## src/rtl/cg_memory_arbiter_pkg.sv

```systemverilog
// Shared types and helpers for the memory arbiter slice.
// Used by the top-level arbiter and the round-robin picker.
package cg_memory_arbiter_pkg;

  typedef enum logic {
    ARB_IDLE   = 1'b0,
    ARB_LOCKED = 1'b1
  } arb_state_e;

  // An index into a set of n entries needs at least one bit, even when n is 1.
  function automatic int idxWidth(input int n);
    return (n > 1) ? $clog2(n) : 1;
  endfunction

endpackage

```

## src/rtl/cg_rr_arbiter.sv

```systemverilog
// Combinational round-robin picker.
// Grants the first request found at or after i_ptr, wrapping modulo N.
module cg_rr_arbiter
  import cg_memory_arbiter_pkg::*;
#(
  parameter  int N  = 4,
  localparam int IW = idxWidth(N)
) (
  input  logic [N-1:0]  i_req,
  input  logic [IW-1:0] i_ptr,
  output logic [N-1:0]  o_gnt_onehot,
  output logic [IW-1:0] o_gnt_idx,
  output logic          o_any
);

  logic [IW-1:0] candIdx;

  // Walk from farthest to nearest, so the request closest to i_ptr wins.
  always_comb begin
    o_gnt_onehot = '0;
    o_gnt_idx    = '0;
    o_any        = 1'b0;
    candIdx      = '0;
    for (int k = N - 1; k >= 0; k--) begin
      candIdx = IW'((int'(i_ptr) + k) % N);
      if (i_req[candIdx]) begin
        o_gnt_onehot          = '0;
        o_gnt_onehot[candIdx] = 1'b1;
        o_gnt_idx             = candIdx;
        o_any                 = 1'b1;
      end
    end
  end

endmodule

```

## src/rtl/cg_memory_arbiter.sv

```systemverilog
// Shares one memory port among N_REQ requesters.
// Writes and read addresses are arbitrated independently; read data is routed through an in-order owner FIFO.
module cg_memory_arbiter
  import cg_memory_arbiter_pkg::*;
#(
  parameter int N_REQ           = 4,
  parameter int DATA_WIDTH      = 32,
  parameter int ADDR_WIDTH      = 32,
  parameter int MAX_OUTSTANDING = 4
) (
  input  logic                        i_clk,
  input  logic                        i_rstn,
  input  logic [N_REQ-1:0]            i_w_valid,
  input  logic [N_REQ*ADDR_WIDTH-1:0] i_w_addr,
  input  logic [N_REQ*DATA_WIDTH-1:0] i_w_data,
  output logic [N_REQ-1:0]            o_w_ready,
  input  logic [N_REQ-1:0]            i_ra_valid,
  input  logic [N_REQ*ADDR_WIDTH-1:0] i_ra_addr,
  output logic [N_REQ-1:0]            o_ra_ready,
  output logic [N_REQ-1:0]            o_r_valid,
  output logic [DATA_WIDTH-1:0]       o_r_data,
  input  logic [N_REQ-1:0]            i_r_ready,
  output logic                        o_m_wen,
  output logic                        o_m_wdata_valid,
  output logic [ADDR_WIDTH-1:0]       o_m_waddr,
  output logic [DATA_WIDTH-1:0]       o_m_wdata,
  input  logic                        i_m_wdata_ready,
  output logic                        o_m_raddr_valid,
  output logic [ADDR_WIDTH-1:0]       o_m_raddr,
  input  logic                        i_m_raddr_ready,
  input  logic                        i_m_rdata_valid,
  input  logic [DATA_WIDTH-1:0]       i_m_rdata,
  output logic                        o_m_rdata_ready,
  output logic                        o_rsp_err
);

  localparam int IW = idxWidth(N_REQ);
  localparam int PW = idxWidth(MAX_OUTSTANDING);
  localparam int CW = $clog2(MAX_OUTSTANDING) + 1;
  localparam logic [N_REQ-1:0] ONE = {{(N_REQ-1){1'b0}}, 1'b1};

  function automatic logic [IW-1:0] nextIdx(input logic [IW-1:0] g);
    return (g == IW'(N_REQ - 1)) ? '0 : g + IW'(1);
  endfunction

  logic [ADDR_WIDTH-1:0] wAddrArr  [N_REQ];
  logic [DATA_WIDTH-1:0] wDataArr  [N_REQ];
  logic [ADDR_WIDTH-1:0] raAddrArr [N_REQ];

  always_comb begin
    for (int k = 0; k < N_REQ; k++) begin
      wAddrArr[k]  = i_w_addr[k*ADDR_WIDTH +: ADDR_WIDTH];
      wDataArr[k]  = i_w_data[k*DATA_WIDTH +: DATA_WIDTH];
      raAddrArr[k] = i_ra_addr[k*ADDR_WIDTH +: ADDR_WIDTH];
    end
  end

  arb_state_e    wState_q, wState_d, raState_q, raState_d;
  logic [IW-1:0] wLock_q, wLock_d, raLock_q, raLock_d;
  logic [IW-1:0] wPtr_q, wPtr_d, raPtr_q, raPtr_d;
  logic [N_REQ-1:0] wRrOnehot, raRrOnehot;
  logic [IW-1:0] wRrIdx, raRrIdx, wGnt, raGnt;
  logic          wRrAny, raRrAny, wValid, raValid, wHs, raHs;

  logic [IW-1:0] fifoMem_q [MAX_OUTSTANDING];
  logic [PW-1:0] wrPtr_q, wrPtr_d, rdPtr_q, rdPtr_d;
  logic [CW-1:0] count_q, count_d;
  logic          rspErr_q, rspErr_d;
  logic          fifoFull, fifoEmpty, rspValid, push, pop;
  logic [IW-1:0] owner;

  cg_rr_arbiter #(.N(N_REQ)) uWriteArb (
    .i_req(i_w_valid), .i_ptr(wPtr_q),
    .o_gnt_onehot(wRrOnehot), .o_gnt_idx(wRrIdx), .o_any(wRrAny)
  );

  cg_rr_arbiter #(.N(N_REQ)) uReadArb (
    .i_req(i_ra_valid), .i_ptr(raPtr_q),
    .o_gnt_onehot(raRrOnehot), .o_gnt_idx(raRrIdx), .o_any(raRrAny)
  );

  assign fifoFull  = (count_q == CW'(MAX_OUTSTANDING));
  assign fifoEmpty = (count_q == '0);
  assign owner     = fifoMem_q[rdPtr_q];

  // A locked channel ignores the picker and keeps presenting the stalled requester.
  always_comb begin
    wGnt   = (wState_q == ARB_LOCKED) ? wLock_q : wRrIdx;
    wValid = i_rstn & ((wState_q == ARB_LOCKED) ? i_w_valid[wLock_q] : wRrAny);
    wHs    = wValid & i_m_wdata_ready;
    raGnt  = (raState_q == ARB_LOCKED) ? raLock_q : raRrIdx;
    raValid = i_rstn & !fifoFull &
              ((raState_q == ARB_LOCKED) ? i_ra_valid[raLock_q] : raRrAny);
    raHs   = raValid & i_m_raddr_ready;

    o_m_wen         = wValid;
    o_m_wdata_valid = wValid;
    o_m_waddr       = wAddrArr[wGnt];
    o_m_wdata       = wDataArr[wGnt];
    o_w_ready       = wHs ? (ONE << wGnt) : '0;
    o_m_raddr_valid = raValid;
    o_m_raddr       = raAddrArr[raGnt];
    o_ra_ready      = raHs ? (ONE << raGnt) : '0;

    rspValid        = i_rstn & i_m_rdata_valid & !fifoEmpty;
    o_r_valid       = rspValid ? (ONE << owner) : '0;
    o_r_data        = i_m_rdata;
    o_m_rdata_ready = i_rstn & !fifoEmpty & i_r_ready[owner];
    o_rsp_err       = rspErr_q;
    push            = raHs;
    pop             = rspValid & i_r_ready[owner];
  end

  always_comb begin
    wState_d  = wState_q;
    wLock_d   = wLock_q;
    wPtr_d    = wPtr_q;
    raState_d = raState_q;
    raLock_d  = raLock_q;
    raPtr_d   = raPtr_q;
    if (wHs) begin
      wState_d = ARB_IDLE;
      wPtr_d   = nextIdx(wGnt);
    end else if (wValid && wState_q == ARB_IDLE) begin
      wState_d = ARB_LOCKED;
      wLock_d  = wGnt;
    end
    if (raHs) begin
      raState_d = ARB_IDLE;
      raPtr_d   = nextIdx(raGnt);
    end else if (raValid && raState_q == ARB_IDLE) begin
      raState_d = ARB_LOCKED;
      raLock_d  = raGnt;
    end

    wrPtr_d  = push ? wrPtr_q + PW'(1) : wrPtr_q;
    rdPtr_d  = pop  ? rdPtr_q + PW'(1) : rdPtr_q;
    count_d  = count_q;
    if (push && !pop)
      count_d = count_q + CW'(1);
    else if (pop && !push)
      count_d = count_q - CW'(1);
    rspErr_d = rspErr_q | (i_m_rdata_valid & fifoEmpty);
  end

  always_ff @(posedge i_clk) begin
    if (!i_rstn) begin
      wState_q  <= ARB_IDLE;
      wLock_q   <= '0;
      wPtr_q    <= '0;
      raState_q <= ARB_IDLE;
      raLock_q  <= '0;
      raPtr_q   <= '0;
      wrPtr_q   <= '0;
      rdPtr_q   <= '0;
      count_q   <= '0;
      rspErr_q  <= 1'b0;
    end else begin
      wState_q  <= wState_d;
      wLock_q   <= wLock_d;
      wPtr_q    <= wPtr_d;
      raState_q <= raState_d;
      raLock_q  <= raLock_d;
      raPtr_q   <= raPtr_d;
      wrPtr_q   <= wrPtr_d;
      rdPtr_q   <= rdPtr_d;
      count_q   <= count_d;
      rspErr_q  <= rspErr_d;
    end
  end

  // Storage only; validity is tracked by count_q, so no reset is needed here.
  always_ff @(posedge i_clk) begin
    if (push)
      fifoMem_q[wrPtr_q] <= raGnt;
  end

endmodule

```

## config.mk

```make
export PLATFORM = sky130hd
export DESIGN_NAME = cg_memory_arbiter
export DESIGN_NICKNAME = d
export VERILOG_FILES = /design/src/rtl/cg_memory_arbiter_pkg.sv /design/src/rtl/cg_rr_arbiter.sv /design/src/rtl/cg_memory_arbiter.sv
export SDC_FILE = /design/constraint.sdc
export NUM_CORES = 1
export LEC_CHECK = 0
export CAP_MARGIN = 20
export CORE_AREA = 2 2 227 229
export DETAILED_ROUTE_END_ITERATION = 8
export DIE_AREA = 0 0 229 231
export GPL_TIMING_DRIVEN = 0
export SLEW_MARGIN = 5
export SYNTH_ARGS = -nofsm -noshare
export SYNTH_HDL_FRONTEND = slang
export SYNTH_SLANG_ARGS = --single-unit
```

## constraint.sdc

```tcl
create_clock -name i_clk -period 2.82 [get_ports i_clk]
set_input_delay 0.564 -clock i_clk [delete_from_list [all_inputs] [get_ports i_clk]]
set_output_delay 0.564 -clock i_clk [all_outputs]
set_load 0.01 [all_outputs]
```

==> impl_metrics.ini <==
[final_layout]
final_util = 0.2471
stdcell_count = 1808
fillers = 5559
final_nets = 1576
drive_gt1_frac = 0.2730
regArea_um2 = 650.6
n_antenna_cell = 0
area_growth_pct = 148.4
multi_input_area_um2 = 4332

[clocking]
tritoncts = built
post_cts_hold_buffer_count = 0
numClockSinks = 28
clk_pin_slew_ns = 0.07
cts_max_level = 1
cts_buffer_depth = 2
clock_latency_ns = 0.26
numCtsBuffers = 3
cts_root_buf = clkbuf_16

[synthesis]
synth_enable_flop_cells = 8
synth-warning-count = 0
yosysTopAreaCellShare = 0.5997
syn_inst = 527
synth.avg_cell_area_um2 = 9.566
async_flop_share = 0
seq_area_frac_synth = 0.1271
yosys_register_bits = 28
synth_nets = 974
synth_area_leaders = mux2i_1, dfxtp_1, buf_4
synth_cell_type_count = 40
syn_area_um2 = 5041
synth_top_cell_by_area = mux2i_1
synth-main-ff-cell = dfxtp_1

[timing]
finalMaxSlewViolations = 0
worst-slew-pin-transition_ns = 0.4994
hold_viol = 0
setup_viol = 53
slew_headroom = 0.6663
fin_skew_ns = 0.002849
finalWorstSetupSlack_ns = -0.2396
period_minus_slack_ns = 3.060
max_freq_mhz = 326.8
post-route-period-util = 1.085
rsz0062_at_grt = true

[power_and_ir_drop]
peakVddDrop_uv = 174.6
power_mw = 4.260
p_leak_nw = 4.957
power_density_nw_per_um2 = 340.2

[die]
fp.dieW_um = 229
rows = 83
die-area_um2 = 52900
die_h_um = 231
fp.coreArea_um2 = 50680
initial_core_util = 0.09947
pin_count = 578

[worst_setup_path]
endpoint_kind = output pin
crit_slowest_cell = a221o_1
critPathMaxFanout = 7
path_class = in2out
critPathMostFrequentCell = mux2i_2
start_kind = input port
max_stage_delay_ns = 0.36
crit_arrival_ns = 2.50
worstPathCellList = buf_8 -> nor2b_4 -> a221o_1 -> o221a_4 -> buf_12 -> buf_16 -> mux2i_2 -> mux2i_2 -> buf_2
crit_required_ns = 2.26

[routing]
wl_per_cell_um = 16.30
dr.pass1.iters = 4
drc_errors = 0
wl_met2_mm = 15.54
met3_length_mm = 1.242
drt-met1-wl_mm = 12.51
ant_nets = 0
vias = 6295
routed_via_density = 3.482
detail_route.iter0.violations = 100
highest_layer = met5
totalWireLength_mm = 29.47

[global_routing]
overflow = 0
grt_pass1_wl_mm = 40.88
antenna_found_initial = 2
grt_max_degree = 17
grt_pass1_vias = 6517
grtUsageTotal = 0.1012

[run_status]
status = finished with violations
failed_checks = setup timing

[place]
gp_congestion = 0.8414
hpwlAfterDp_mm = 25.02
port_buffers = 545
dp_cells = 1752

[job]
cap_viol_max_count = 0

[worst_hold_path]
hold_class = reg2reg
state kept, by name, indices dropped and copies added, names as in the netlist, named ones only:
name and cells:
o_rsp_err 1, count_q 3, wState_q 1, wLock_q 2, wPtr_q 2, fifoMem_q 8
raState_q 1, raPtr_q 2, wrPtr_q 2, raLock_q 2, rdPtr_q 2
per-stage QoR:
step | worst slack [ns] | setup TNS, ns | hold WS (ns) | area [µm²]
finish | -0.2396 | -4.904 | 0.4627 | 12520
global placement | -1.590 | -138.45 | 0.4437 | 11350
CTS | -0.2097 | -4.000 | 0.4626 | 12140
detailed placement | -1.590 | -143.28 | 0.4506 | 11350
floorplan | 0.07846 | 0 | 0.4266 | 5041
global route | -0.2562 | -9.401 | 0.4941 | 12520
area by class of cell:
cell class | instances | share of cell area
Timing Repair Buffer | 600 | 0.4586
Multi-Input combinational cell | 418 | 0.3459
Sequential cell | 28 | 0.05196
Buffer | 67 | 0.06385
Inverter | 11 | 0.003297
Tap cell | 680 | 0.06795
Clock inverter | 1 | 0.002398
Clock buffer | 3 | 0.005995
per-layer routing:
metal  vias to the layer above  global-route usage
met5                         -                   0
met4                         2            0.008320
met3                        13             0.01322
met2                       211              0.1875
met1                      2961              0.1289
li1                       3108                   -
final timing paths:
| path | start | end | slack, ns | cells past startpoint |
|---|---|---|---|---|
| setup reg to reg | flip-flop | count_q[2]$_SDFFE_PN0P_ | 0.11 | 11 |
| hold / removal | rdPtr_q[1]$_SDFFE_PN0P_ | flip-flop | 0.46 | 1 |
| hold reg to reg | rdPtr_q[1]$_SDFFE_PN0P_ | flip-flop | 0.46 | 1 |
| setup / recovery | i_w_valid[2] | o_m_wdata[10] | -0.24 | 9 |
power breakdown:
group / internal [mW] / switching, mW
sequential: 0.459 / 0.0397
combinational: 1.96 / 1.39
clock: 0.283 / 0.133
total: 2.70 / 1.56
cells in the final DEF, fill, tap and decap left out, types with 8 or more instances in the layout:
cell type | netlist | routed
dfxtp_1 | 20 | 16
edfxtp_1 | 8 | 8
buf_2 | 15 | 80
nand2b_1 | 10 | 8
ha_1 | 13 | 9
buf_16 | 0 | 9
mux2i_1 | 302 | 267
and2_1 | 13 | 9
clkdlybuf4s50_1 | 0 | 431
buf_6 | 11 | 20
nor2_1 | 18 | 18
mux2i_2 | 0 | 14
mux2i_4 | 0 | 21
nand2_1 | 12 | 11
buf_12 | 0 | 27
clkbuf_2 | 0 | 13
buf_4 | 38 | 70
logic make-up after synthesis:
| family | count (synthesis) | synth area share |
|---|---|---|
| buffers and inverters | 81 | 0.1087 |
| DFF | 28 | 0.1271 |
| and+or+nand+nor | 72 | 0.07595 |
| AOI/OAI and AO/OA | 22 | 0.02706 |
| adders and majority gates | 14 | 0.03624 |
| muxes | 307 | 0.6198 |
| xor gates and xnor gates | 3 | 0.005213 |
worst max-delay path, delay by kind of cell:
kind | cells | cell delay (ns)
compound gates | 2 | 0.71
buf+inv | 4 | 0.65
mux | 2 | 0.44
simple gates | 1 | 0.12
synth_stat cells (2+ instances only):
master and count:
or4_1 2, mux2i_1 302, a21oi_1 10, inv_1 10, nor2b_1 3, nand2b_1 10
and2_1 13, mux4_2 4, xor2_1 2, dfxtp_1 20, clkbuf_1 6, nor2_1 18
nor3b_1 2, buf_6 11, and3_1 2, nand2_1 12, ha_1 13, or3_1 2
o21ai_0 2, buf_2 15, nor3_1 4, buf_4 38, edfxtp_1 8, o21ai_1 2
timing repair:
item	CTS	global route
cloned	10	2
gates resized for setup	595	81
pin swaps	5	6
setup buffers	22	22
endpoints found under the setup margin	124	106
(Power assumes the default switching activity.)
